===== config.mk =====
export PLATFORM = sky130hd
export DESIGN_NAME = plic_core_param
export DESIGN_NICKNAME = d
export VERILOG_FILES = /design/src/rtl/plic_core_param.sv
export SDC_FILE = /design/constraint.sdc
export NUM_CORES = 1
export LEC_CHECK = 0
export CAP_MARGIN = 20
export CORE_MARGIN = 8
export CORE_UTILIZATION = 38
export CTS_CLUSTER_DIAMETER = 50
export DETAILED_ROUTE_END_ITERATION = 10
export PLACE_DENSITY = 0.69
export SYNTH_ARGS = -nofsm -noshare
export SYNTH_HDL_FRONTEND = slang
export SYNTH_SLANG_ARGS = --single-unit
export TNS_END_PERCENT = 1

===== constraint.sdc =====
create_clock -name i_clk -period 19 [get_ports i_clk]
set_input_delay 3.8 -clock i_clk [delete_from_list [all_inputs] [get_ports i_clk]]
set_output_delay 3.8 -clock i_clk [all_outputs]
set_load 0.05 [all_outputs]

===== src/rtl/plic_core_param.sv =====
`default_nettype none
// ============================================================================
// Module      : plic_core_param
// Description : Parametrised platform-level interrupt controller core.
//               Each of NUM_SRC sources passes through a gateway (level or
//               rising-edge) that latches a pending bit and blocks re-firing
//               while the source is pending or claimed (in service).
//               Eligible sources are arbitrated by a priority comparator
//               tree (highest priority wins, ties to the lowest ID). The
//               winner and the CPU request are registered. A claim/complete
//               handshake moves sources into and out of service.
//
//               Source k (bit k of every per-source vector) is ID k+1;
//               ID 0 means "no source". Requires 2**ID_W > NUM_SRC.
//
// Optional    : `define PLIC_EDGE_QUEUE_EN adds a 2-bit saturating counter
//               per edge-mode source that remembers edges which arrive while
//               the source is pending or in service and replays them once
//               the source is idle again. Undefined: such edges are lost.
//
// Ports       : i_clk          clock
//               i_rst_n        asynchronous active-low reset
//               i_interrupt    raw source lines (synchronous to i_clk)
//               i_src_en       per-source enable (gates eligibility only)
//               i_edge_mode    1 = rising-edge source, 0 = level source
//               i_pri          packed priorities, source k at [k*PRI_W +: PRI_W]
//               i_threshold    request raised only if winner priority > this
//               i_global_en    master enable for o_irq
//               i_claim        single-cycle claim strobe
//               i_complete     single-cycle complete strobe
//               i_complete_id  ID being completed
//               o_irq          registered interrupt request
//               o_max_id       registered winning ID (0 if none)
//               o_claim_id     ID returned by the most recent claim
//               o_pending      pending bits
//               o_in_service   claimed-but-not-completed bits
//
// Revision    : 1.0 - initial release
// ============================================================================
module plic_core_param #(
   parameter int NUM_SRC = 8,
   parameter int PRI_W   = 4,
   parameter int ID_W    = 4
) (
   input  logic                     i_clk,
   input  logic                     i_rst_n,
   input  logic [NUM_SRC-1:0]       i_interrupt,
   input  logic [NUM_SRC-1:0]       i_src_en,
   input  logic [NUM_SRC-1:0]       i_edge_mode,
   input  logic [NUM_SRC*PRI_W-1:0] i_pri,
   input  logic [PRI_W-1:0]         i_threshold,
   input  logic                     i_global_en,
   input  logic                     i_claim,
   input  logic                     i_complete,
   input  logic [ID_W-1:0]          i_complete_id,
   output logic                     o_irq,
   output logic [ID_W-1:0]          o_max_id,
   output logic [ID_W-1:0]          o_claim_id,
   output logic [NUM_SRC-1:0]       o_pending,
   output logic [NUM_SRC-1:0]       o_in_service
);

   // Arbitration tree geometry: leaves padded up to a power of two.
   localparam int c_levels = (NUM_SRC > 1) ? $clog2(NUM_SRC) : 1;
   localparam int c_leaves = 1 << c_levels;

   // ------------------------------------------------------------------------
   // State
   // ------------------------------------------------------------------------
   logic [NUM_SRC-1:0] r_pending;
   logic [NUM_SRC-1:0] r_in_service;
   logic [NUM_SRC-1:0] r_prev;
   logic               r_irq;
   logic [ID_W-1:0]    r_max_id;
   logic [ID_W-1:0]    r_claim_id;

   // ------------------------------------------------------------------------
   // Combinational
   // ------------------------------------------------------------------------
   logic               w_claim_hit;
   logic [NUM_SRC-1:0] w_claim_vec;
   logic [NUM_SRC-1:0] w_comp_vec;
   logic [NUM_SRC-1:0] w_edge;
   logic [NUM_SRC-1:0] w_req;
   logic [NUM_SRC-1:0] w_queue_set;
   logic [NUM_SRC-1:0] w_pending_set;
   logic [NUM_SRC-1:0] w_eligible;
   logic [NUM_SRC-1:0] w_pending_nxt;
   logic [NUM_SRC-1:0] w_in_service_nxt;
   logic [PRI_W-1:0]   w_win_pri;
   logic [ID_W-1:0]    w_win_id;

   // A claim only takes effect when a request is actually being presented;
   // it always acts on the registered winner.
   assign w_claim_hit = i_claim && r_irq;

   // ------------------------------------------------------------------------
   // Per-source gateway
   // ------------------------------------------------------------------------
   for (genvar k = 0; k < NUM_SRC; k++) begin : g_src
      assign w_claim_vec[k] = w_claim_hit && (r_max_id == ID_W'(k + 1));

      // Out-of-range or not-in-service completes match no source and are
      // therefore ignored.
      assign w_comp_vec[k]  = i_complete && (i_complete_id == ID_W'(k + 1))
                              && r_in_service[k];

      assign w_edge[k] = i_interrupt[k] && !r_prev[k];
      assign w_req[k]  = i_edge_mode[k] ? w_edge[k] : i_interrupt[k];

`ifdef PLIC_EDGE_QUEUE_EN
      logic [1:0] r_cnt;
      logic       w_inc;
      logic       w_dec;

      // Dropped edge: arrives while the gateway is busy.
      assign w_inc = i_edge_mode[k] && w_edge[k]
                     && (r_pending[k] || r_in_service[k]);
      // Replay a queued edge once the gateway is idle.
      assign w_dec = i_edge_mode[k] && !r_pending[k] && !r_in_service[k]
                     && (r_cnt != 2'd0);

      always_ff @(posedge i_clk or negedge i_rst_n) begin
         if (!i_rst_n) begin
            r_cnt <= 2'd0;
         end else if (w_inc && !w_dec) begin
            if (r_cnt != 2'd3) begin
               r_cnt <= r_cnt + 2'd1;
            end
         end else if (w_dec && !w_inc) begin
            r_cnt <= r_cnt - 2'd1;
         end
      end

      assign w_queue_set[k] = w_dec;
`else
      assign w_queue_set[k] = 1'b0;
`endif

      // A busy gateway (pending or in service) drops new requests; this
      // also blocks a same-cycle re-set of the source being claimed.
      assign w_pending_set[k] = (w_req[k] && !r_pending[k] && !r_in_service[k])
                                || w_queue_set[k];

      // The source being claimed this cycle is excluded so that the
      // registered winner after a claim already reflects it; back-to-back
      // claims therefore never return the same ID.
      assign w_eligible[k] = r_pending[k] && i_src_en[k] && !r_in_service[k]
                             && !w_claim_vec[k]
                             && (i_pri[k*PRI_W +: PRI_W] != '0);
   end

   assign w_pending_nxt    = (r_pending & ~w_claim_vec) | w_pending_set;
   assign w_in_service_nxt = (r_in_service | w_claim_vec) & ~w_comp_vec;

   // ------------------------------------------------------------------------
   // Priority comparator tree. Ineligible leaves carry priority 0 and ID 0.
   // Pairs are reduced in place, left (lower ID) winning ties, so a node
   // whose priority is 0 also carries ID 0.
   // ------------------------------------------------------------------------
   always_comb begin
      logic [PRI_W-1:0] v_pri [c_leaves];
      logic [ID_W-1:0]  v_id  [c_leaves];

      for (int j = 0; j < c_leaves; j++) begin
         v_pri[j] = '0;
         v_id[j]  = '0;
      end
      for (int j = 0; j < NUM_SRC; j++) begin
         if (w_eligible[j]) begin
            v_pri[j] = i_pri[j*PRI_W +: PRI_W];
            v_id[j]  = ID_W'(j + 1);
         end
      end
      for (int l = c_levels - 1; l >= 0; l--) begin
         for (int n = 0; n < (1 << l); n++) begin
            if (v_pri[2*n+1] > v_pri[2*n]) begin
               v_pri[n] = v_pri[2*n+1];
               v_id[n]  = v_id[2*n+1];
            end else begin
               v_pri[n] = v_pri[2*n];
               v_id[n]  = v_id[2*n];
            end
         end
      end
      w_win_pri = v_pri[0];
      w_win_id  = v_id[0];
   end

   // ------------------------------------------------------------------------
   // Registers
   // ------------------------------------------------------------------------
   always_ff @(posedge i_clk or negedge i_rst_n) begin
      if (!i_rst_n) begin
         r_pending    <= '0;
         r_in_service <= '0;
         r_prev       <= '0;
         r_irq        <= 1'b0;
         r_max_id     <= '0;
         r_claim_id   <= '0;
      end else begin
         r_prev       <= i_interrupt;
         r_pending    <= w_pending_nxt;
         r_in_service <= w_in_service_nxt;
         r_max_id     <= w_win_id;
         r_irq        <= i_global_en && (w_win_pri > i_threshold);
         if (i_claim) begin
            r_claim_id <= w_claim_hit ? r_max_id : '0;
         end
      end
   end

   assign o_irq        = r_irq;
   assign o_max_id     = r_max_id;
   assign o_claim_id   = r_claim_id;
   assign o_pending    = r_pending;
   assign o_in_service = r_in_service;

endmodule
`default_nettype wire


==> impl_metrics.json <==
{
  "status": "finished, final reports clean",
  "ys_warn_count": 0,
  "clk_path_buf_depth": 2,
  "fillCellCount": 693,
  "finalHoldViolCount": 0,
  "h-tree-depth": 2,
  "finalSetupTns_ps": 0,
  "final_core_util_pct": 55.01,
  "mostFrequentLayoutCells": "93 x clkdlybuf4s50_1, 53 x nand2_1, 33 x dfrtp_1",
  "grt_max_degree": 34,
  "hpwl_um": 6979,
  "grt_pass1_vias": 2726,
  "async_flop_share_pct": 100.0,
  "initial_core_util_pct": 38.55,
  "setup_violations": 0,
  "grt_pass1_wl_um": 13130,
  "crit_path_end_kind": "flip-flop",
  "gp_congestion": 0.8742,
  "p_switching_mw": 0.3837,
  "fin_area_um2": 3926,
  "min_path_cells": 2,
  "ctsHoldBuffers": 0,
  "cts_buffers": 5,
  "crit_type": "in2reg",
  "cpPeakStageDelay_ps": 790,
  "p_per_area_nw_per_um2": 192.9,
  "comb_power_share_pct": 75.4,
  "ys_types": 52,
  "slew_violations": 0,
  "final_common_cell": "clkdlybuf4s50_1",
  "synth_seq_cells": 33,
  "pin_count": 94,
  "wl_um": 8211,
  "reg2reg_depth": 30,
  "clk_pin_slew_worst_paths_ps": 70,
  "die_area_um2": 10220,
  "p_leak_nw": 1.630,
  "area_growth_syn_to_layout_pct": 42.70,
  "total_power_mw": 0.7575,
  "cts.sinks": 33,
  "cp.arrival_ps": 11120,
  "cp.required_ps": 19170,
  "ys_seq_area_share_pct": 30.01,
  "drc": 0,
  "cp_max_fo": 12,
  "core_area_um2": 7137,
  "finClkSkew_ps": 6.394,
  "clkLatencyLatePin_ps": 280,
  "syn_area_um2": 2751,
  "crit_cells": 31,
  "placed_cell_area_um2": 3806,
  "sequentialPowerShare_pct": 15.5,
  "ant_nets": 0,
  "final_nets": 516,
  "post_cts_resized": 0,
  "cts_tree": "done",
  "grtUsageTotal_pct": 15.93,
  "critPathBufInv": 2,
  "slew_headroom_pct": 31.64,
  "cp_top_family": "compound AO/OA/AOI/OAI gates",
  "tightest_slew_ps": 1015,
  "drive_above_1_share_pct": 5.516,
  "antenna_found_initial": 0,
  "intPower_mw": 0.3739,
  "ys_top_cells_by_area": "dfrtp_1 30%, ha_1 14%, nand2_1 7.2%",
  "synth_edf_count": 0,
  "avgSynthCellArea_um2": 8.679,
  "hold_path.class": "reg2reg",
  "pwr-share-clk_pct": 9.1,
  "seqCellArea_um2": 825.8,
  "portBuffers": 93,
  "crit_path_start_kind": "primary input",
  "num_antenna_cells": 0,
  "fin_crit_sh_pct": 57.67,
  "vias": 2716,
  "cap_violations": 0,
  "yosysTopAreaCell": "dfrtp_1",
  "wl_per_cell_um": 15.91,
  "p_sw_share_pct": 50.65,
  "die_w_um": 101.1,
  "firstDrtPassIters": 4,
  "first_iter_violations": 98,
  "syn_inst": 317,
  "die_y_um": 101.1,
  "multiInputGateArea_um2": 1832,
  "post-route-min-period_ps": 10960,
  "cts_root_buffer": "clkbuf_8",
  "rows": 31,
  "fmax_mhz": 91.26,
  "cp_slowest_cell": "o21ai_0",
  "post_cts_buffers": 0,
  "synth_top_cell_area_share_pct": 30.01,
  "overflow": 0,
  "peakVddDrop_mv": 0.1958,
  "ys.flop_type": "dfrtp_1",
  "timing.hold.ws_ps": 524.3,
  "rsz0062_at_grt": "no",
  "syn_nets": 417,
  "viasPerCell": 5.264
}
## final timing paths
kind / start / to / slack [ps]
hold / removal: o_claim_id[2]$_DFFE_PN0P_ / o_claim_id[2]$_DFFE_PN0P_ / 520
setup reg to reg: o_irq$_DFF_PN0_ / o_irq$_DFF_PN0_ / 11710
max in group asynchronous: i_rst_n / o_max_id[2]$_DFF_PN0_ / 14780
min in group asynchronous: i_rst_n / o_pending[1]$_DFF_PN0_ / 3920
setup / recovery: i_claim / o_irq$_DFF_PN0_ / 8040
hold reg to reg: o_claim_id[2]$_DFFE_PN0P_ / o_claim_id[2]$_DFFE_PN0P_ / 520
## flip-flops by register name (all words and copies together) (netlist names)
name          cells
o_in_service      8
o_pending         8
r_prev            8
o_claim_id        4
o_max_id          4
o_irq             1
## cells by family (layout without fill, tap and decap cells)
kind of cell / Yosys count / after routing / synth area share (%)
buffers and inverters: 25 / 125 / 3.411
AOI/OAI and AO/OA: 89 / 89 / 21.78
adders and majority gates: 32 / 32 / 14.51
and+or+nand+nor: 127 / 127 / 26.06
DFF: 33 / 33 / 30.01
muxes: 11 / 11 / 4.229
## layout make-up
| cell class | instances | share of cell area, % |
|---|---|---|
| Multi-Input combinational cell | 259 | 46.65 |
| Timing Repair Buffer | 94 | 23.90 |
| Sequential cell | 33 | 21.03 |
| Tap cell | 99 | 3.155 |
| Inverter | 23 | 2.199 |
| Clock buffer | 6 | 2.103 |
| Clock inverter | 2 | 0.9560 |
## per-layer routing
layer,up-vias,global-route usage [%],routed length [um]
li1,1376,-,-
met1,1264,20.02,3813
met2,69,27.28,3877
met3,7,3.522,460
met4,0,2.749,59
met5,-,0,0
## through the flow
stage / cells / setup WS, ps
floorplan: 317 / 9556
global placement: 508 / 8003
detailed placement: 508 / 7820
CTS: 516 / 8092
global route: 516 / 7490
finish: 516 / 8043
## synthesized netlist by cell type (all sizes together), types with 5 or more instances
cell type and count:
nor4 9, o31ai 5, o21a 9, nor2 7
nand3 11, ha 31, mux2i 6, and2 10
inv 23, dfrtp 33, a21oi 8, nand2 53
a211oi 9, o21ai 35, mux2 5, nor2b 8
## worst min-delay path, cell delays in order (launching register included)
cell,delay (ps)
dfrtp_1,370
inv_1,50
o21ai_0,60
## power groups by stage
stage	clock [mW]	combinational [mW]	sequential [mW]
floorplan	0	0.370	0.172
CTS	0.0701	0.573	0.117
finish	0.0691	0.571	0.117
global placement	0	0.554	0.117
global route	0.0733	0.639	0.120
detailed placement	0	0.569	0.118
Power figures use the tool's default switching activity.
